--- src/rtl/scanchain_host.sv ---
// Host-side driver for the 70-bit SERV scan chain: captures the Wishbone request, serves it, and shifts back {rdt, ack, timer_irq}.
// Optional internal mtime/mtimecmp timer enabled by defining SCANCHAIN_HOST_TIMER_EN.
module scanchain_host #(
   parameter int unsigned SCAN_LENGTH = 70,
   parameter int unsigned IN_BITS     = 34,
   parameter int unsigned CLK_DIV     = 2
`ifdef SCANCHAIN_HOST_TIMER_EN
   ,
   parameter logic [31:0] TIMER_BASE  = 32'h8000_0000
`endif
) (
   input  logic        clk,
   input  logic        reset,
   input  logic        run,
   output logic        sc_clk_out,
   output logic        sc_data_out,
   output logic        sc_select_out,
   input  logic        sc_data_in,
   output logic        serv_clk_out,
   output logic        mem_en,
   output logic        mem_we,
   output logic [31:0] mem_addr,
   output logic [31:0] mem_wdata,
   output logic [3:0]  mem_wstrb,
   input  logic [31:0] mem_rdata,
   input  logic        ext_irq,
   output logic        busy
);

   localparam int unsigned PERIOD = 2 * CLK_DIV;
   localparam int unsigned CNT_W  = $clog2(PERIOD);
   localparam int unsigned BIT_W  = $clog2(SCAN_LENGTH);

   typedef enum logic [2:0] {
      IDLE,
      CAPTURE,
      SHIFT,
      APPLY,
      SERVCLK,
      DECODE,
      MEMWAIT
   } state_t;

   state_t                 state;
   logic [CNT_W-1:0]       cnt;
   logic [BIT_W-1:0]       bit_idx;
   logic [SCAN_LENGTH-1:0] tx;
   logic [SCAN_LENGTH-1:0] rx;
   logic                   resp_ack;
   logic [31:0]            resp_rdt;
   logic                   acc_pend;
   logic                   acc_int;

   logic [CNT_W-1:0]       cnt_inc;
   logic                   low_end;
   logic                   period_end;
   logic                   irq_now;
   logic                   req_timer;
   logic [SCAN_LENGTH-1:0] tx_init;

   logic                   req_cyc;
   logic                   req_we;
   logic [3:0]             req_sel;
   logic [31:0]            req_dat;
   logic [31:0]            req_adr;

   assign cnt_inc    = cnt + CNT_W'(1);
   assign low_end    = (cnt == CNT_W'(CLK_DIV - 1));
   assign period_end = (cnt == CNT_W'(PERIOD - 1));

   // Captured request, in the order the bits leave the chain.
   assign req_cyc = rx[0];
   assign req_we  = rx[1];
   assign req_sel = rx[5:2];
   assign req_dat = rx[37:6];
   assign req_adr = rx[69:38];

   // Response word is sent MSB first so timer_irq is the last bit shifted in.
   assign tx_init = {{(SCAN_LENGTH - IN_BITS){1'b0}}, resp_rdt, resp_ack, irq_now};

`ifdef SCANCHAIN_HOST_TIMER_EN
   logic [31:0] mtime;
   logic [31:0] mtimecmp;

   function automatic logic [31:0] merge(input logic [31:0] old_v, input logic [31:0] new_v,
                                         input logic [3:0] strb);
      logic [31:0] r;
      r = old_v;
      for (int b = 0; b < 4; b++) begin
         if (strb[b]) r[8*b +: 8] = new_v[8*b +: 8];
      end
      return r;
   endfunction

   assign irq_now   = (mtime >= mtimecmp);
   assign req_timer = (req_adr[31:3] == TIMER_BASE[31:3]);
`else
   assign irq_now   = ext_irq;
   assign req_timer = 1'b0;
`endif

   always_ff @(posedge clk) begin
      if (reset) begin
         state         <= IDLE;
         cnt           <= '0;
         bit_idx       <= '0;
         tx            <= '0;
         rx            <= '0;
         resp_ack      <= 1'b0;
         resp_rdt      <= '0;
         acc_pend      <= 1'b0;
         acc_int       <= 1'b0;
         sc_clk_out    <= 1'b0;
         sc_data_out   <= 1'b0;
         sc_select_out <= 1'b0;
         serv_clk_out  <= 1'b0;
         mem_en        <= 1'b0;
         mem_we        <= 1'b0;
         mem_addr      <= '0;
         mem_wdata     <= '0;
         mem_wstrb     <= '0;
         busy          <= 1'b0;
`ifdef SCANCHAIN_HOST_TIMER_EN
         mtime         <= '0;
         mtimecmp      <= 32'hFFFF_FFFF;
`endif
      end else begin
         case (state)
            IDLE: begin
               if (run) begin
                  state         <= CAPTURE;
                  cnt           <= '0;
                  busy          <= 1'b1;
                  sc_select_out <= 1'b1;
                  sc_clk_out    <= 1'b0;
               end
            end

            // One select pulse; the rising scan-clock edge loads or applies the chain.
            CAPTURE, APPLY: begin
               cnt <= cnt_inc;
               if (low_end) sc_clk_out <= 1'b1;
               if (period_end) begin
                  cnt           <= '0;
                  sc_clk_out    <= 1'b0;
                  sc_select_out <= 1'b0;
                  if (state == CAPTURE) begin
                     state       <= SHIFT;
                     bit_idx     <= '0;
                     tx          <= tx_init << 1;
                     sc_data_out <= tx_init[SCAN_LENGTH-1];
                  end else begin
                     state        <= SERVCLK;
                     serv_clk_out <= 1'b1;
`ifdef SCANCHAIN_HOST_TIMER_EN
                     mtime        <= mtime + 32'd1;
`endif
                  end
               end
            end

            SHIFT: begin
               cnt <= cnt_inc;
               if (low_end) begin
                  sc_clk_out <= 1'b1;
                  rx         <= {sc_data_in, rx[SCAN_LENGTH-1:1]};
               end
               if (period_end) begin
                  cnt        <= '0;
                  sc_clk_out <= 1'b0;
                  if (bit_idx == BIT_W'(SCAN_LENGTH - 1)) begin
                     state         <= APPLY;
                     sc_select_out <= 1'b1;
                     sc_data_out   <= 1'b0;
                  end else begin
                     bit_idx     <= bit_idx + BIT_W'(1);
                     sc_data_out <= tx[SCAN_LENGTH-1];
                     tx          <= {tx[SCAN_LENGTH-2:0], 1'b0};
                  end
               end
            end

            // Decode happens on the edge leaving SERVCLK so mem_en is high during DECODE.
            SERVCLK: begin
               cnt <= cnt_inc;
               if (low_end) serv_clk_out <= 1'b0;
               if (period_end) begin
                  cnt      <= '0;
                  state    <= DECODE;
                  acc_pend <= 1'b0;
                  if (resp_ack) begin
                     resp_ack <= 1'b0;
                  end else if (req_cyc) begin
                     acc_pend  <= 1'b1;
                     acc_int   <= req_timer;
                     mem_en    <= ~req_timer;
                     mem_we    <= req_we;
                     mem_addr  <= req_adr;
                     mem_wdata <= req_dat;
                     mem_wstrb <= req_sel;
                  end
               end
            end

            DECODE: begin
               mem_en <= 1'b0;
               if (acc_pend) begin
                  state <= MEMWAIT;
               end else begin
                  state <= IDLE;
                  busy  <= 1'b0;
               end
            end

            MEMWAIT: begin
               resp_ack <= 1'b1;
               acc_pend <= 1'b0;
               state    <= IDLE;
               busy     <= 1'b0;
               if (acc_int) begin
`ifdef SCANCHAIN_HOST_TIMER_EN
                  if (mem_addr[2]) begin
                     if (mem_we) mtimecmp <= merge(mtimecmp, mem_wdata, mem_wstrb);
                     else        resp_rdt <= mtimecmp;
                  end else begin
                     if (mem_we) mtime    <= merge(mtime, mem_wdata, mem_wstrb);
                     else        resp_rdt <= mtime;
                  end
`endif
               end else if (!mem_we) begin
                  resp_rdt <= mem_rdata;
               end
            end

            default: state <= IDLE;
         endcase
      end
   end

endmodule

--- config.mk ---
export PLATFORM = sky130hd
export DESIGN_NAME = scanchain_host
export DESIGN_NICKNAME = d
export VERILOG_FILES = /design/src/rtl/scanchain_host.sv
export SDC_FILE = /design/constraint.sdc
export NUM_CORES = 1
export LEC_CHECK = 0
export BUFFER_PORTS_ARGS = -buffer_cell sky130_fd_sc_hd__buf_4
export CAP_MARGIN = 5
export CORE_UTILIZATION = 62
export CTS_CLUSTER_SIZE = 30
export DETAILED_ROUTE_END_ITERATION = 10
export PLACE_DENSITY_LB_ADDON = 0.2
export SYNTH_ARGS = -nofsm -noshare
export SYNTH_HDL_FRONTEND = slang
export SYNTH_SLANG_ARGS = --single-unit
--- constraint.sdc ---
create_clock -name clk -period 4.8 [get_ports clk]
set_clock_uncertainty 0.15 [all_clocks]
set_input_delay 0.24 -clock clk [delete_from_list [all_inputs] [get_ports clk]]
set_output_delay 0.24 -clock clk [all_outputs]
set_load 0.01 [all_outputs]
==> reports/results.ini <==
[placement]
place_hpwl_um = 11300
io_buffer_count = 111
place_congestion = 0.817
placed_cell_area_sq_mm = 0.0104
dpl_worst_slack_ns = 1.79

[setup_path]
critPathMaxStageDelay_ns = 0.65
crit_top_cell = buf_4
path_cells = nor3b_2 -> buf_4 -> and2_2 -> buf_4 -> nand2_1 -> a21oi_1
crit_buf_inv = 2
cp.required_ns = 5.09
slowest_stage = dfxtp_1
path_delay_family = simple AND/OR/NAND/NOR gates
r2r_slack_ns = 1.79
cp-end-kind = register
cp_max_fo = 40
critPathKind = register to register
startpoint_type = register
critPathArrivalTime_ns = 3.31

[floorplan]
pin_count = 112
die_w_um = 127
dieArea_sq_mm = 0.0160
die_h_um = 127
rows = 45
core_sq_mm = 0.0151
initial_core_util = 0.635

[yosys]
synth.distinct_cells = 47
syn_avg_cell_area_sq_um = 8.59
synth_cells = 1120
synthTopCellsByCount = nand2_1 (355), dfxtp_1 (260), a21oi_1 (189)
synth_top_family_by_area = compound AO/OA/AOI/OAI gates
netlist_top_cells_area = dfxtp_1 (54%), nand2_1 (14%), a21oi_1 (9.8%)
ys_ff_latch = 260
syn-cell-area_sq_mm = 0.00962
yosys.area_share.simple = 0.183
ys.flop_type = dfxtp_1
ys_warn_count = 0
synth_xor_area_frac = 0.00182
synth_top_area_share = 0.541
synthArstFlopShare = 0
yosysTopAreaCell = dfxtp_1
yosysMostFrequentCell = nand2_1
synthAdderAreaFrac = 0.00520
synthMuxAreaShare = 0.0354
synth_compound_area_frac = 0.189
synth-edff-count = 0
synth_fp_nets = 1161
yosysSeqAreaShare = 0.541

[final_layout]
area_growth_pct = 20.5
num_antenna_cells = 0
fin_nets = 1256
post-route-util = 0.766
drive_above_1_share = 0.157
finalInstanceArea_sq_mm = 0.0116

[clock_tree]
worst_skew_pair.late_latency_ns = 0.52
postCtsSetupBuffers = 0
htree_levels = 1
cts.sinks = 260
cts_tree = yes
numCtsBuffers = 25
cts.clk_slew.worst_paths_ns = 0.06
cts-root-buf = clkbuf_16
clock_path_buffers = 3

[routing]
finalWirelength_um = 20200
via_per_inst = 5.58
wire_per_inst_um = 14.2
drc = 0
drt_iter0_drc = 509
drt-pass1-iter-count = 6
num_vias = 7933
ant_nets = 0

[sta]
finalSetupTns_ns = 0
fmax_ghz = 0.332
max-slew-margin-rel = 0.299
fin_ws_ns = 1.79
fin_crit_sh = 0.628
finalSetupViolCount = 0
finalHoldViolCount = 0
fin_crit_ns = 3.01
rsz0062_at_grt = false
tightest_slew_ns = 1.05
drv_slew = 0

[hold_path]
hp-class = input port to register

[run]
drv_cap = 0

[global_route]
grt-ovfl-total = 0
grt_pass1_vias = 7335
antenna_found_initial = 0
grt_max_degree = 130
grt_pass1_wl_um = 34000
grt_usage = 0.251

[power_and_ir_drop]
p_total_w = 0.00425
p_leak_nw = 4.02
p_per_area_mw_per_mm2 = 366
irDropWorstVdd_mv = 0.292

[run_status]
status = completed

==> layout by cell type (no fill, tap or decap), types with 2 or more instances in the layout <==
cell,n
o21ai_0,8
nand4_1,2
and2_1,2
nor2b_1,5
inv_1,8
clkinv_2,4
a211oi_2,20
clkbuf_16,25
nand2_1,354
a21oi_1,189
dfxtp_1,260
clkbuf_8,7
clkinvlp_4,2
a31oi_1,2
or4_1,2
ha_1,4
and3_1,2
o31ai_1,4
nand2b_1,3
nor3_1,4
bufinv_16,2
or3_1,2
a22o_1,36
mux2i_1,34
dlygate4sd3_1,35
nor2_1,44
a22oi_1,2
clkbuf_1,4
nand3_1,4
or2_2,2
a211oi_1,17
buf_4,120
==> where the power goes <==
group          internal [W]  switching (W)  total, W
sequential          0.00216     0.00000550   0.00217
clock               0.00117       0.000794   0.00197
combinational     0.0000512      0.0000610  0.000112
==> repair_timing <==
| action | CTS | global route |
|---|---|---|
| resized for setup | 0 | 0 |
| hold endpoints to repair | 37 | 0 |
| hold buffers | 35 | 0 |
==> state kept, by name, summed over array words and instances, names as in the netlist, 2 cells and up <==
name and count:
rx 70, tx 69, mem_addr 32, mem_wdata 32, resp_rdt 32, bit_idx 7, mem_wstrb 4, state 3
cnt 2
==> per-stage QoR <==
stage,hold WS [ns],cells
5_1_grt,0.250,1421
6_report,0.204,1421
4_1_cts,0.210,1421
2_1_floorplan,0.226,1120
3_5_place_dp,0.297,1341
3_3_place_gp,0.293,1341
==> final timing paths <==
check,startpoint,endpoint,cells after the start
hold reg to reg,mem_addr[17],mem_addr[17],2
setup reg to reg,state[1],rx[32],6
hold / removal,reset,resp_rdt[3],2
setup / recovery,state[1],rx[32],6
==> worst reg2reg max path, delay by kind of cell, from the launching register on <==
| family | cells | cell delay (ns) |
|---|---|---|
| AOI/OAI and AO/OA | 1 | 0.14 |
| buffers and inverters | 2 | 0.98 |
| DFF | 1 | 0.65 |
| and+or+nand+nor | 3 | 1.03 |
==> final cells by class <==
cell class | count | area (sq um)
inverter | 8 | 30.0
sequential | 260 | 5200
clock buffer | 36 | 737
timing repair buffer | 156 | 1260
tap | 188 | 235
clock inverter | 9 | 104
multi-input combinational | 764 | 4020
fill | 1055 | 3550
==> per-layer routing <==
layer | global-route usage | part of all wire | wire (um) | vias up
met4 | 0.0709 | 0.021 | 415 | 0
met3 | 0.0510 | 0.050 | 1010 | 33
met2 | 0.417 | 0.48 | 9580 | 183
met5 | 0 | 0 | 0 | -
met1 | 0.333 | 0.45 | 9150 | 3761
li1 | - | - | - | 3956
==> cell families after synthesis <==
| kind of cell | count (synthesis) |
|---|---|
| flip-flops | 260 |
| adder cells (fa/ha/maj) | 4 |
| multiplexers | 34 |
| AND/OR/NAND/NOR | 437 |
| buffers and inverters | 96 |
| XOR/XNOR | 2 |
| AO/OA/AOI/OAI | 287 |
No activity file was read; power rests on OpenSTA's default activity.
